**config.mk**
```make
export PLATFORM = sky130hd
export DESIGN_NAME = cpu_ctrl
export DESIGN_NICKNAME = d
export VERILOG_FILES = /design/src/rtl/cpu_ctrl.sv
export SDC_FILE = /design/constraint.sdc
export NUM_CORES = 1
export LEC_CHECK = 0
export CORE_MARGIN = 1.5
export CORE_UTILIZATION = 46
export DETAILED_ROUTE_END_ITERATION = 12
export MAX_ROUTING_LAYER = met4
export PLACE_DENSITY_LB_ADDON = 0.15
export SYNTH_ARGS = -nofsm -noshare
export SYNTH_HDL_FRONTEND = slang
export SYNTH_SLANG_ARGS = --single-unit
```
**constraint.sdc**
```tcl
create_clock -name CLK -period 4.3 [get_ports CLK]
set_input_delay 1.29 -clock CLK [delete_from_list [all_inputs] [get_ports CLK]]
set_output_delay 1.29 -clock CLK [all_outputs]
set_load 0.01 [all_outputs]
```
**src/rtl/cpu_ctrl.sv**
```systemverilog
// Multi-cycle control unit for a 16-bit-instruction datapath: drives the fetch/decode/execute/writeback
// sequence, the program counter and the register-file/ALU control strobes.
module cpu_ctrl (
    input  logic        CLK,
    input  logic        RST,
    input  logic        start,
    input  logic [15:0] instr,
    input  logic [7:0]  RD1,
    output logic [7:0]  PC,
    output logic [3:0]  RA1,
    output logic [3:0]  RA2,
    output logic [3:0]  WA,
    output logic        write_enable,
    output logic [2:0]  ALUControl,
    output logic        imm_sel,
    output logic [7:0]  imm,
    output logic        busy,
    output logic        halted
);

    typedef enum logic [2:0] {
        S_IDLE,
        S_FETCH,
        S_DECODE,
        S_EXEC,
        S_WB,
        S_HALT
    } state_t;

    localparam logic [3:0] OP_ADD  = 4'h1;
    localparam logic [3:0] OP_SUB  = 4'h2;
    localparam logic [3:0] OP_AND  = 4'h3;
    localparam logic [3:0] OP_OR   = 4'h4;
    localparam logic [3:0] OP_XOR  = 4'h5;
    localparam logic [3:0] OP_LDI  = 4'h6;
    localparam logic [3:0] OP_BEQZ = 4'h7;
    localparam logic [3:0] OP_JMP  = 4'h8;
    localparam logic [3:0] OP_HALT = 4'hF;

    state_t      r_state;
    state_t      w_next_state;
    logic [15:0] r_ir;
    logic [7:0]  r_pc;
    logic [7:0]  w_next_pc;
    logic        r_rd1_zero;
    logic [3:0]  w_opcode;
    logic [7:0]  w_imm;
    logic        w_writes_rf;

    assign w_opcode = r_ir[15:12];
    assign w_imm    = r_ir[7:0];

    always_ff @(posedge CLK) begin
        // NOTE: non-blocking assignments so every register samples the pre-edge values of the others.
        if (RST) begin
            r_state    <= S_IDLE;
            r_ir       <= 16'h0000;
            r_pc       <= 8'h00;
            r_rd1_zero <= 1'b0;
        end else begin
            r_state <= w_next_state;
            if (r_state == S_FETCH) begin
                r_ir <= instr;
            end
            // Branch operand is captured in EXEC so WB resolves the target from a registered flag.
            if (r_state == S_EXEC) begin
                r_rd1_zero <= (RD1 == 8'h00);
            end
            if (r_state == S_WB) begin
                r_pc <= w_next_pc;
            end
        end
    end

    always_comb begin
        // NOTE: default assigned first so no path through the case leaves the target unassigned (no latch).
        w_next_state = r_state;
        case (r_state)
            S_IDLE:   if (start) w_next_state = S_FETCH;
            S_FETCH:  w_next_state = S_DECODE;
            S_DECODE: w_next_state = S_EXEC;
            S_EXEC:   w_next_state = (w_opcode == OP_HALT) ? S_HALT : S_WB;
            S_WB:     w_next_state = S_FETCH;
            S_HALT:   w_next_state = S_HALT;
            default:  w_next_state = S_IDLE;
        endcase
    end

    always_comb begin
        w_next_pc = r_pc + 8'd1;
        case (w_opcode)
            OP_JMP:  w_next_pc = w_imm;
            OP_BEQZ: if (r_rd1_zero) w_next_pc = w_imm;
            default: w_next_pc = r_pc + 8'd1;
        endcase
    end

    always_comb begin
        ALUControl = 3'b000;
        case (w_opcode)
            OP_SUB:  ALUControl = 3'b001;
            OP_AND:  ALUControl = 3'b010;
            OP_OR:   ALUControl = 3'b011;
            OP_XOR:  ALUControl = 3'b100;
            OP_LDI:  ALUControl = 3'b101;
            default: ALUControl = 3'b000;
        endcase
    end

    assign w_writes_rf = (w_opcode >= OP_ADD) && (w_opcode <= OP_LDI);

    // Reset gates the strobe combinationally so a WB cycle under reset never commits.
    assign write_enable = (r_state == S_WB) && w_writes_rf && !RST;
    assign imm_sel      = (w_opcode == OP_LDI);
    assign imm          = w_imm;
    assign RA1          = r_ir[7:4];
    assign RA2          = r_ir[3:0];
    assign WA           = r_ir[11:8];
    assign PC           = r_pc;
    assign busy         = (r_state == S_FETCH) || (r_state == S_DECODE) ||
                          (r_state == S_EXEC)  || (r_state == S_WB);
    assign halted       = (r_state == S_HALT);

endmodule
```
## Yosys cells after proc, flatten, opt, wreduce, memory -nomap -nowiden

Cells that the tools add are included.

| storage, ports and cells | value |
|---|---|
| bits in registers | 28 |
| latch bits | 0 |
| bits in writable memories | 0 |
| memory bits (read-only) | 0 |
| output and inout port bits | 35 |
| word-level logic and storage cells | 36 |
| memories | 0 |

| operators by class | value |
|---|---|
| add/sub/neg operators | 1 |
| multipliers | 0 |
| div/mod/pow operators | 0 |
| order comparisons | 2 |
| eq/ne operators | 14 |
| shift operators | 0 |
| multiplexer cells | 6 |
| bitwise gates (word level) | 0 |
| reductions and logical operators | 9 |

Operator list:

| cell | count |
|---|---|
| $pmux W3 S6 | 1 |
| $eq A4 B3 Y1 const B | 4 |
| $pmux W8 S2 | 1 |
| $pmux W3 S5 | 1 |
| $add A8 B1 Y8 const B | 1 |
| $eq A4 B2 Y1 const B | 2 |
| $eq A4 B4 Y1 const B | 2 |
| $logic_not A8 Y1 | 1 |
| $mux W8 | 1 |
| $eq A3 B2 Y1 const B | 2 |
| $eq A3 B3 Y1 const B | 2 |
| $ge A4 B1 Y1 const B | 1 |
| $le A4 B3 Y1 const B | 1 |
| $eq A3 B1 Y1 const B | 1 |
| $logic_and A1 B1 Y1 | 3 |
| $logic_not A3 Y1 | 1 |
| $logic_or A1 B1 Y1 | 3 |
| $mux W3 | 1 |
| $ne A2 B2 Y1 const B | 1 |
| $logic_not A1 Y1 | 1 |
| $mux W1 | 1 |

## Depth between registers and ports, before layout

Gate-level depths: netlist (run 1).

| logic depth | value |
|---|---|
| depth after elaboration | 4 |
| gate-level depth with buffers | 7 |
| mapped depth without buffers | 5 |

## Least setup slack after synthesis (run 1)

No wires, ideal clock.

| path | value |
|---|---|
| path kind | input -> output |
| start point | input port RST |
| end point | output port write_enable |
| arrival time | 1919 ps |
| required time | 3010 ps |
| setup slack | 1091 ps |
| cell stages on the path | 2 |
| path buffers | 1 |
| cells stage by stage | clkbuf_1 > nor4_1 |

| on the way | value |
|---|---|
| longest elaborated chain between the ends | 2 |

Ends and longest elaborated chain:

| item | RTL line | RTL |
|---|---|---|
| start, declared | 5 | `input logic RST,` |
| $logic_not A1 Y1 | 113 | `assign write_enable = (r_state == S_WB) && w_writes_rf && !RST;` |
| $logic_and A1 B1 Y1 | 113 |  |
| end, declared | 13 | `output logic write_enable,` |

No other way between the ends.

## Worst setup path in the final report (run 1)

Same ends and word-level chain as after synthesis.

==> results of run 1 <==
[layout make-up]
class	instances	share of cell area (%)
timing repair buffer	63	30.6
clock buffer	4	1.77
tap	44	2.69
inverter	2	0.367
sequential	28	27.4
multi-input combinational	142	37.2
[through the flow]
step           total power [uW]  hold slack, ps  utilization [%]
2_1_floorplan               396             437                -
3_3_place_gp                451             443             64.2
6_report                    573             466             65.4
4_1_cts                     580             469             65.4
3_5_place_dp                453             450             64.2
5_1_grt                     606             478             65.4
[kinds of logic (layout without fill, tap and decap cells)]
family                     after synthesis  in the layout  synth area share [%]
DFF                                     28             28                  35.9
buffers and inverters                   38             69                  15.3
adders and majority gates                1              1                 0.802
and+or+nand+nor                         98             98                  30.2
AOI/OAI and AO/OA                       38             38                  14.5
xor gates and xnor gates                 4              4                  2.25
muxes                                    1              1                 0.962
[critical path, cell delays in order]
cell,delay (ps)
sky130_fd_sc_hd__clkdlybuf4s50_1,450
sky130_fd_sc_hd__nor4_1,270
sky130_fd_sc_hd__clkdlybuf4s50_1,580
[flip-flops by register name, summed over array words and instances, names as in the netlist]
| name | flops |
|---|---|
| PC | 8 |
| r_ir | 16 |
| r_rd1_zero | 1 |
| r_state | 3 |
[path summary, 6_finish.rpt]
| path | from | to | slack (ps) |
|---|---|---|---|
| min | r_ir[11]$_SDFFE_PP0P_ | r_ir[11]$_SDFFE_PP0P_ | 470 |
| max | RST | write_enable | 410 |
| min reg2reg | r_ir[11]$_SDFFE_PP0P_ | r_ir[11]$_SDFFE_PP0P_ | 470 |
| max reg2reg | r_state[0]$_SDFFE_PP0P_ | r_ir[14]$_SDFFE_PP0P_ | 2290 |
[placed cells by master, fill, tap and decap left out, types with 5 or more instances in the layout]
master	n
sky130_fd_sc_hd__clkdlybuf4s50_1	61
sky130_fd_sc_hd__nor2_1	12
sky130_fd_sc_hd__o21ai_0	6
sky130_fd_sc_hd__nand3_1	5
sky130_fd_sc_hd__nor3_1	7
sky130_fd_sc_hd__a31oi_1	5
sky130_fd_sc_hd__dfxtp_1	28
sky130_fd_sc_hd__nand2_1	44
sky130_fd_sc_hd__nand2b_1	5
sky130_fd_sc_hd__a21oi_1	19
[layer usage]
| layer | routed length, microns | vias to the layer above |
|---|---|---|
| li1 | - | 755 |
| met1 | 1730 | 638 |
| met2 | 1520 | 35 |
| met3 | 150 | 5 |
| met4 | 31 | 0 |
| met5 | 0 | - |
[power by group through the flow]
stage / logic (uW) / registers [uW] / clock network [uW]
2_1_floorplan: 100 / 296 / 0
3_3_place_gp: 144 / 308 / 0
3_5_place_dp: 145 / 308 / 0
4_1_cts: 146 / 302 / 132
5_1_grt: 158 / 306 / 142
6_report: 144 / 302 / 126
==> flow_summary.ini, run 1 <==
[status]
run_status = completed

[clocking]
cts.repair_timing.setup_buffer_count = 0
cts.root.buffer_cell = sky130_fd_sc_hd__clkbuf_4
tritoncts = yes
cts-hold-fix-buffers = 0
cts.repair.resized = 0
h-tree-depth = 1
tritoncts.num_buffers = 3
clock_sinks = 28
ctsLongestPathBuffers = 2
clock_slew_at_reported_path_ffs_ps = 140
insertion_delay_ps = 330

[finish]
nFillCells = 284
num_antenna_cells = 0
postLayoutCellArea_sq_um = 2050
flow.area_growth_from_synthesis_pct = 31.1
final-seq-area_sq_um = 561
fin_cells = 283
fin_nets = 268
final_layout_size_suffix_gt1_share_pct = 2.93
multi_input_comb_area_sq_um = 761

[floorplanning]
dieHeight_microns = 61.2
core_area_sq_um = 3130
die_w_microns = 61.2
rows = 20
ios = 62
die_area_sq_um = 3750
start_util_pct = 49.9

[drt]
route.detailed.vias_per_inst = 5.06
route.vias.total = 1433
detailedRoute.firstPassIterationCount = 4
drc = 0
wl_microns = 3430
avgRoutedWirePerCell_microns = 12.1
detail-route-antenna-nets = 0
first_iter_violations = 83

[pwr]
pwr-share-seq_pct = 52.7
p_comb_share_pct = 25.2
power.share.switching_pct = 28.2
intPower_uw = 411
power_density_nw_per_um2 = 280
power_switching_uw = 161
static-leakage-power_uw = 0.000701
clock_power_share_pct = 22.1
power.ir.vdd_worst_uv = 247

[synth]
synth_async_sr_flop_share_pct = 0
synth_top_area_cell = sky130_fd_sc_hd__dfxtp_1
synth_nets = 236
post-synth-top-count-cell = sky130_fd_sc_hd__nand2_1
netlist_instances = 208
syn_area_per_cell_sq_um = 7.50
yosysWarningCount = 0
ys.flop_type = sky130_fd_sc_hd__dfxtp_1
ys_seq_area_share_pct = 35.9
number_of_enable_flip_flop_cells_after_synthesis = 0
synth.ff_latch_count = 28
post_synth_instance_area_sq_um = 1560
leading_post_synthesis_cells_by_instance_count = 44 x sky130_fd_sc_hd__nand2_1, 28 x sky130_fd_sc_hd__dfxtp_1, 21 x sky130_fd_sc_hd__buf_4
synth_largest_type_area_fraction_pct = 35.9
synth_area_leaders = sky130_fd_sc_hd__dfxtp_1 36%, sky130_fd_sc_hd__nand2_1 11%, sky130_fd_sc_hd__buf_4 10%
post_synthesis_cell_type_count = 37

[placement]
dp_hpwl_microns = 2450
placed_cells_incl_taps = 279
port_buffers = 61
placement.setup.worst_slack_ps = 417
place_congestion = 0.819
post_detailed_placement_cell_area_sq_um = 2010

[sta]
grt_setup_unrepaired = no
final_critical_path_setup_slack_ps = 414
maxSlewViolCount = 0
max_slew.worst_pin.slew_ps = 1110
clock-skew-final_ps = 2.20
final_min_period_over_clock_period_pct = 90.4
fin_tns_setup_ps = 0
report.final.hold_viol_count = 0
slew_headroom_pct = 26.1
setup_viol = 0
finalWorstPathRequiredPeriod_ps = 3890
clock.fmax_mhz = 257

[setup_path]
timing.critical_path.from_type = input pin
worst-path-max-fanout = 2
cp-end-kind = output pin
r2r.worst_path.cells = 4
timing.setup.critical_path_class = in -> out
critPathArrivalTime_ps = 2600
cp_data_required_time_ps = 3010

[global_route]
grt_pass1_vias = 1241
grt_pass1_wl_microns = 5420
groute.usage.overall_pct = 19.8
grt_start_max_net_pins = 33
antenna_violations_before_repair = 0
grtUsageMet1_pct = 27.2
gr-max-usage-layer = met2
grtUsageMet2_pct = 29.0
gr-total-overflow = 0
use_met3_pct = 4.62

[worst_hold_path]
hold_depth = 2
hold_path.class = reg -> reg

[run]
number_of_max_cap_violations = 0
Note: power is estimated with default switching activity, not from simulation.
==> inputs of run 2 (changes only) <==
Settings changed: CORE_UTILIZATION 46 to 55, DONT_BUFFER_PORTS set to 1, SKIP_CTS_REPAIR_TIMING set to 1.
==> flow_summary.ini, run 2 (same netlist as run 1, synthesis figures left out) <==
[floorplanning]
rows = 19
ios = 62
die_w_microns = 56.3
die_area_sq_um = 3170
core_area_sq_um = 2730
start_util_pct = 57.1
dieHeight_microns = 56.3

[placement]
placement.setup.worst_slack_ps = 1240
port_buffers = 0
place_congestion = 0.831
dp_hpwl_microns = 2160
post_detailed_placement_cell_area_sq_um = 1380
placed_cells_incl_taps = 204

[sta]
clock-skew-final_ps = 6.12
max_slew.worst_pin.slew_ps = 1020
final_critical_path_setup_slack_ps = 1250
fin_tns_setup_ps = 0
clock.fmax_mhz = 328
grt_setup_unrepaired = no
report.final.hold_viol_count = 0
slew_headroom_pct = 31.8
setup_viol = 0
maxSlewViolCount = 0
final_min_period_over_clock_period_pct = 70.9
finalWorstPathRequiredPeriod_ps = 3050

[setup_path]
critPathArrivalTime_ps = 1760
worst-path-max-fanout = 33
critical_path.slowest_cell = sky130_fd_sc_hd__nor4_1
timing.critical_path.from_type = input pin
timing.setup.critical_path_class = in -> out
critical-path-max-stage-delay_ps = 470
cp_data_required_time_ps = 3010
timing.critical_path.buf_inv = 0
worst_path_dominant_cell_family = simple AND/OR/NAND/NOR gates
crit_path_cell_trace = nor4_1
cp-end-kind = output pin

[global_route]
grt_pass1_vias = 1077
grt_pass1_wl_microns = 4820
gr-total-overflow = 0
antenna_violations_before_repair = 0
grt_start_max_net_pins = 34
groute.usage.overall_pct = 18.9

[clocking]
clock_slew_at_reported_path_ffs_ps = 140
tritoncts.num_buffers = 3
insertion_delay_ps = 310
ctsLongestPathBuffers = 2
cts.root.buffer_cell = sky130_fd_sc_hd__clkbuf_4
tritoncts = yes
clock_sinks = 28
h-tree-depth = 1

[finish]
largest_register_ffs = 16
max_flop_register = r_ir
final_util_pct = 51.6
mostFrequentLayoutCell = sky130_fd_sc_hd__nand2_1
num_antenna_cells = 0
flow.area_growth_from_synthesis_pct = -9.54
fin_nets = 206
fin_cells = 208
nFillCells = 278
postLayoutCellArea_sq_um = 1410
final_layout_size_suffix_gt1_share_pct = 3.39
layout.cells.most_common_list = 44 x sky130_fd_sc_hd__nand2_1, 28 x sky130_fd_sc_hd__dfxtp_1, 19 x sky130_fd_sc_hd__a21oi_1, 12 x sky130_fd_sc_hd__nor2_1, 7 x sky130_fd_sc_hd__nor3_1

[pwr]
p_comb_share_pct = 12.9
intPower_uw = 355
power.ir.vdd_worst_uv = 226
power.share.switching_pct = 28.9
static-leakage-power_uw = 0.000474
power_switching_uw = 145
pwr-share-seq_pct = 62.6
power_density_nw_per_um2 = 354
clock_power_share_pct = 24.5

[run]
number_of_max_cap_violations = 0

[drt]
route.detailed.vias_per_inst = 5.97
first_iter_violations = 51
route.vias.total = 1241
detailedRoute.firstPassIterationCount = 4
avgRoutedWirePerCell_microns = 14.6
wl_microns = 3040
drc = 0
detail-route-antenna-nets = 0

[worst_hold_path]
hold_path.class = reg -> reg

[status]
run_status = completed
[run 2: metal layers]
| metal | vias up | track usage (%) | routed length (microns) |
|---|---|---|---|
| met5 | - | - | 0 |
| met4 | 0 | 3.74 | 24 |
| met3 | 4 | 3.00 | 160 |
| met2 | 39 | 29.9 | 1370 |
| met1 | 570 | 25.8 | 1480 |
| li1 | 628 | - | - |
[run 2: worst register-to-register path: stages (launching register included)]
cell and delay (ps):
sky130_fd_sc_hd__dfxtp_1 520, sky130_fd_sc_hd__nand3_1 200, sky130_fd_sc_hd__o21ai_0 750, sky130_fd_sc_hd__o21ai_0 160
sky130_fd_sc_hd__a32o_1 290
[run 2: power by group through the flow]
stage	clock network (uW)	registers, uW	logic (uW)
2_1_floorplan	0	296	100
3_3_place_gp	0	317	62.6
3_5_place_dp	0	318	64.9
4_1_cts	127	313	65.3
5_1_grt	139	317	73.6
6_report	122	313	64.6
[run 2: final cells by class]
| cell class | instances | area, sq um | area share (%) |
|---|---|---|---|
| Sequential cell | 28 | 561 | 39.7 |
| Timing Repair Buffer | 1 | 7.51 | 0.532 |
| Inverter | 2 | 7.51 | 0.532 |
| Tap cell | 31 | 38.8 | 2.75 |
| Clock buffer | 4 | 36.3 | 2.57 |
| Multi-Input combinational cell | 142 | 761 | 53.9 |
[run 2: through the flow]
| step | power, uW | hold WS, ps |
|---|---|---|
| after global placement | 379 | 443 |
| after CTS | 505 | 465 |
| after global routing | 530 | 475 |
| after detailed placement | 383 | 447 |
| after floorplan | 396 | 437 |
| final | 500 | 462 |
[run 2: final timing paths]
check	endpoint	from	cells past startpoint	slack [ps]
worst max-delay path	write_enable	RST	1	1250
worst min-delay path	r_rd1_zero$_SDFFE_PP0P_	r_rd1_zero$_SDFFE_PP0P_	2	460
worst max register to register	PC[2]$_SDFFE_PP0P_	r_ir[13]$_SDFFE_PP0P_	4	2290
worst min register to register	r_rd1_zero$_SDFFE_PP0P_	r_rd1_zero$_SDFFE_PP0P_	2	460
==> inputs of run 3 (changes only) <==
Clock period 4.3 ns to 2.5 ns, I/O delays scaled along.
==> flow_summary.ini, run 3 (same netlist as run 1, synthesis figures left out) <==
[status]
run_status = completed

[finish]
nFillCells = 273
fin_nets = 208
flow.area_growth_from_synthesis_pct = -7.22
layout.cells.most_common_list = 44 x sky130_fd_sc_hd__nand2_1, 28 x sky130_fd_sc_hd__dfxtp_1, 19 x sky130_fd_sc_hd__a21oi_1, 12 x sky130_fd_sc_hd__nor2_1, 7 x sky130_fd_sc_hd__nor3_1
max_flop_register = r_ir
mostFrequentLayoutCell = sky130_fd_sc_hd__nand2_1
final_layout_size_suffix_gt1_share_pct = 5.03
largest_register_ffs = 16
postLayoutCellArea_sq_um = 1450
final_util_pct = 53.0
num_antenna_cells = 0
fin_cells = 210

[drt]
wl_microns = 3110
detail-route-antenna-nets = 0
drc = 0
avgRoutedWirePerCell_microns = 14.8
route.vias.total = 1267
routed_metal_1_wire_length_microns = 1420
detailedRoute.firstPassIterationCount = 4
top_signal_layer_used = met4
route.detailed.vias_per_inst = 6.03
first_iter_violations = 72
detailroute.wirelength.met3_microns = 225
wl_met2_microns = 1450

[setup_path]
timing.critical_path.from_type = register
critPathArrivalTime_ps = 1540
worst-path-max-fanout = 8
cp_data_required_time_ps = 1750
cp-end-kind = output pin
timing.setup.critical_path_class = reg -> out

[global_route]
grt_start_max_net_pins = 34
grt_pass1_wl_microns = 5060
gr-total-overflow = 0
groute.usage.overall_pct = 20.5
antenna_violations_before_repair = 0
grt_pass1_vias = 1116

[floorplanning]
rows = 19
start_util_pct = 57.1
die_area_sq_um = 3170
ios = 62
die_w_microns = 56.3
dieHeight_microns = 56.3
core_area_sq_um = 2730

[placement]
place_congestion = 0.836
post_detailed_placement_cell_area_sq_um = 1390
placed_cells_incl_taps = 206
port_buffers = 0
dp_hpwl_microns = 2280

[clocking]
tritoncts.num_buffers = 3
ctsLongestPathBuffers = 2
clock_sinks = 28
cts.root.buffer_cell = sky130_fd_sc_hd__clkbuf_4
h-tree-depth = 1
clock_slew_at_reported_path_ffs_ps = 160
insertion_delay_ps = 330
tritoncts = yes

[sta]
finalWorstPathRequiredPeriod_ps = 2290
clock.fmax_mhz = 437
clock-skew-final_ps = 3.90
report.final.hold_viol_count = 0
setup_viol = 0
fin_tns_setup_ps = 0
maxSlewViolCount = 0
grt_setup_unrepaired = no
max_slew.worst_pin.slew_ps = 836
slew_headroom_pct = 43.7
final_min_period_over_clock_period_pct = 91.6

[pwr]
power_density_nw_per_um2 = 659
static-leakage-power_uw = 0.000495
power.ir.vdd_worst_uv = 492

[run]
number_of_max_cap_violations = 0

[worst_hold_path]
hold_path.class = in -> reg
## run 3: cell types whose count changed in the layout (fill, tap and decap cells not counted), sizes merged
cell and change:
buf +2, bufinv +1, clkbuf -1
## run 3: final timing paths
kind	start	endpoint	slack, ps	depth (start not counted)
max	r_state[2]$_SDFFE_PP0P_	write_enable	210	4
min reg2reg	r_rd1_zero$_SDFFE_PP0P_	r_rd1_zero$_SDFFE_PP0P_	470	2
max reg2reg	r_ir[12]$_SDFFE_PP0P_	PC[2]$_SDFFE_PP0P_	570	4
min	RST	PC[7]$_SDFFE_PP0P_	460	1
## run 3: cell type report
class	count	area, sq um	area share (%)
inverters	2	7.51	0.519
flip-flops and latches	28	561	38.7
multi-input cells	142	766	52.9
repair buffers	3	22.5	1.56
clock inverters	1	30.0	2.07
clock buffers	3	22.5	1.56
well taps	31	38.8	2.68
## run 3: metrics by stage
step	hold WS, ps	setup WS, ps	power [uW]
2_1_floorplan	437	70.5	681
3_3_place_gp	447	562	656
3_5_place_dp	447	518	662
4_1_cts	453	132	957
5_1_grt	430	84.4	1000
6_report	464	211	954
## run 3: critical path, stage by stage (launching register included)
cell	delay [ps]
sky130_fd_sc_hd__dfxtp_1	490
sky130_fd_sc_hd__nor3b_2	250
sky130_fd_sc_hd__nand2_1	70
sky130_fd_sc_hd__nor4_1	230
sky130_fd_sc_hd__buf_4	170
## run 3: power breakdown
group | switching, uW | internal (uW)
sequential | 61.5 | 477
clock | 139 | 162
combinational | 66.6 | 47.6
total | 268 | 687
## run 3: per-layer routing
layer / GRT usage [%] / vias up
met5: - / -
met4: 6.12 / 0
met3: 3.92 / 4
met2: 30.9 / 43
met1: 28.2 / 586
li1: - / 634
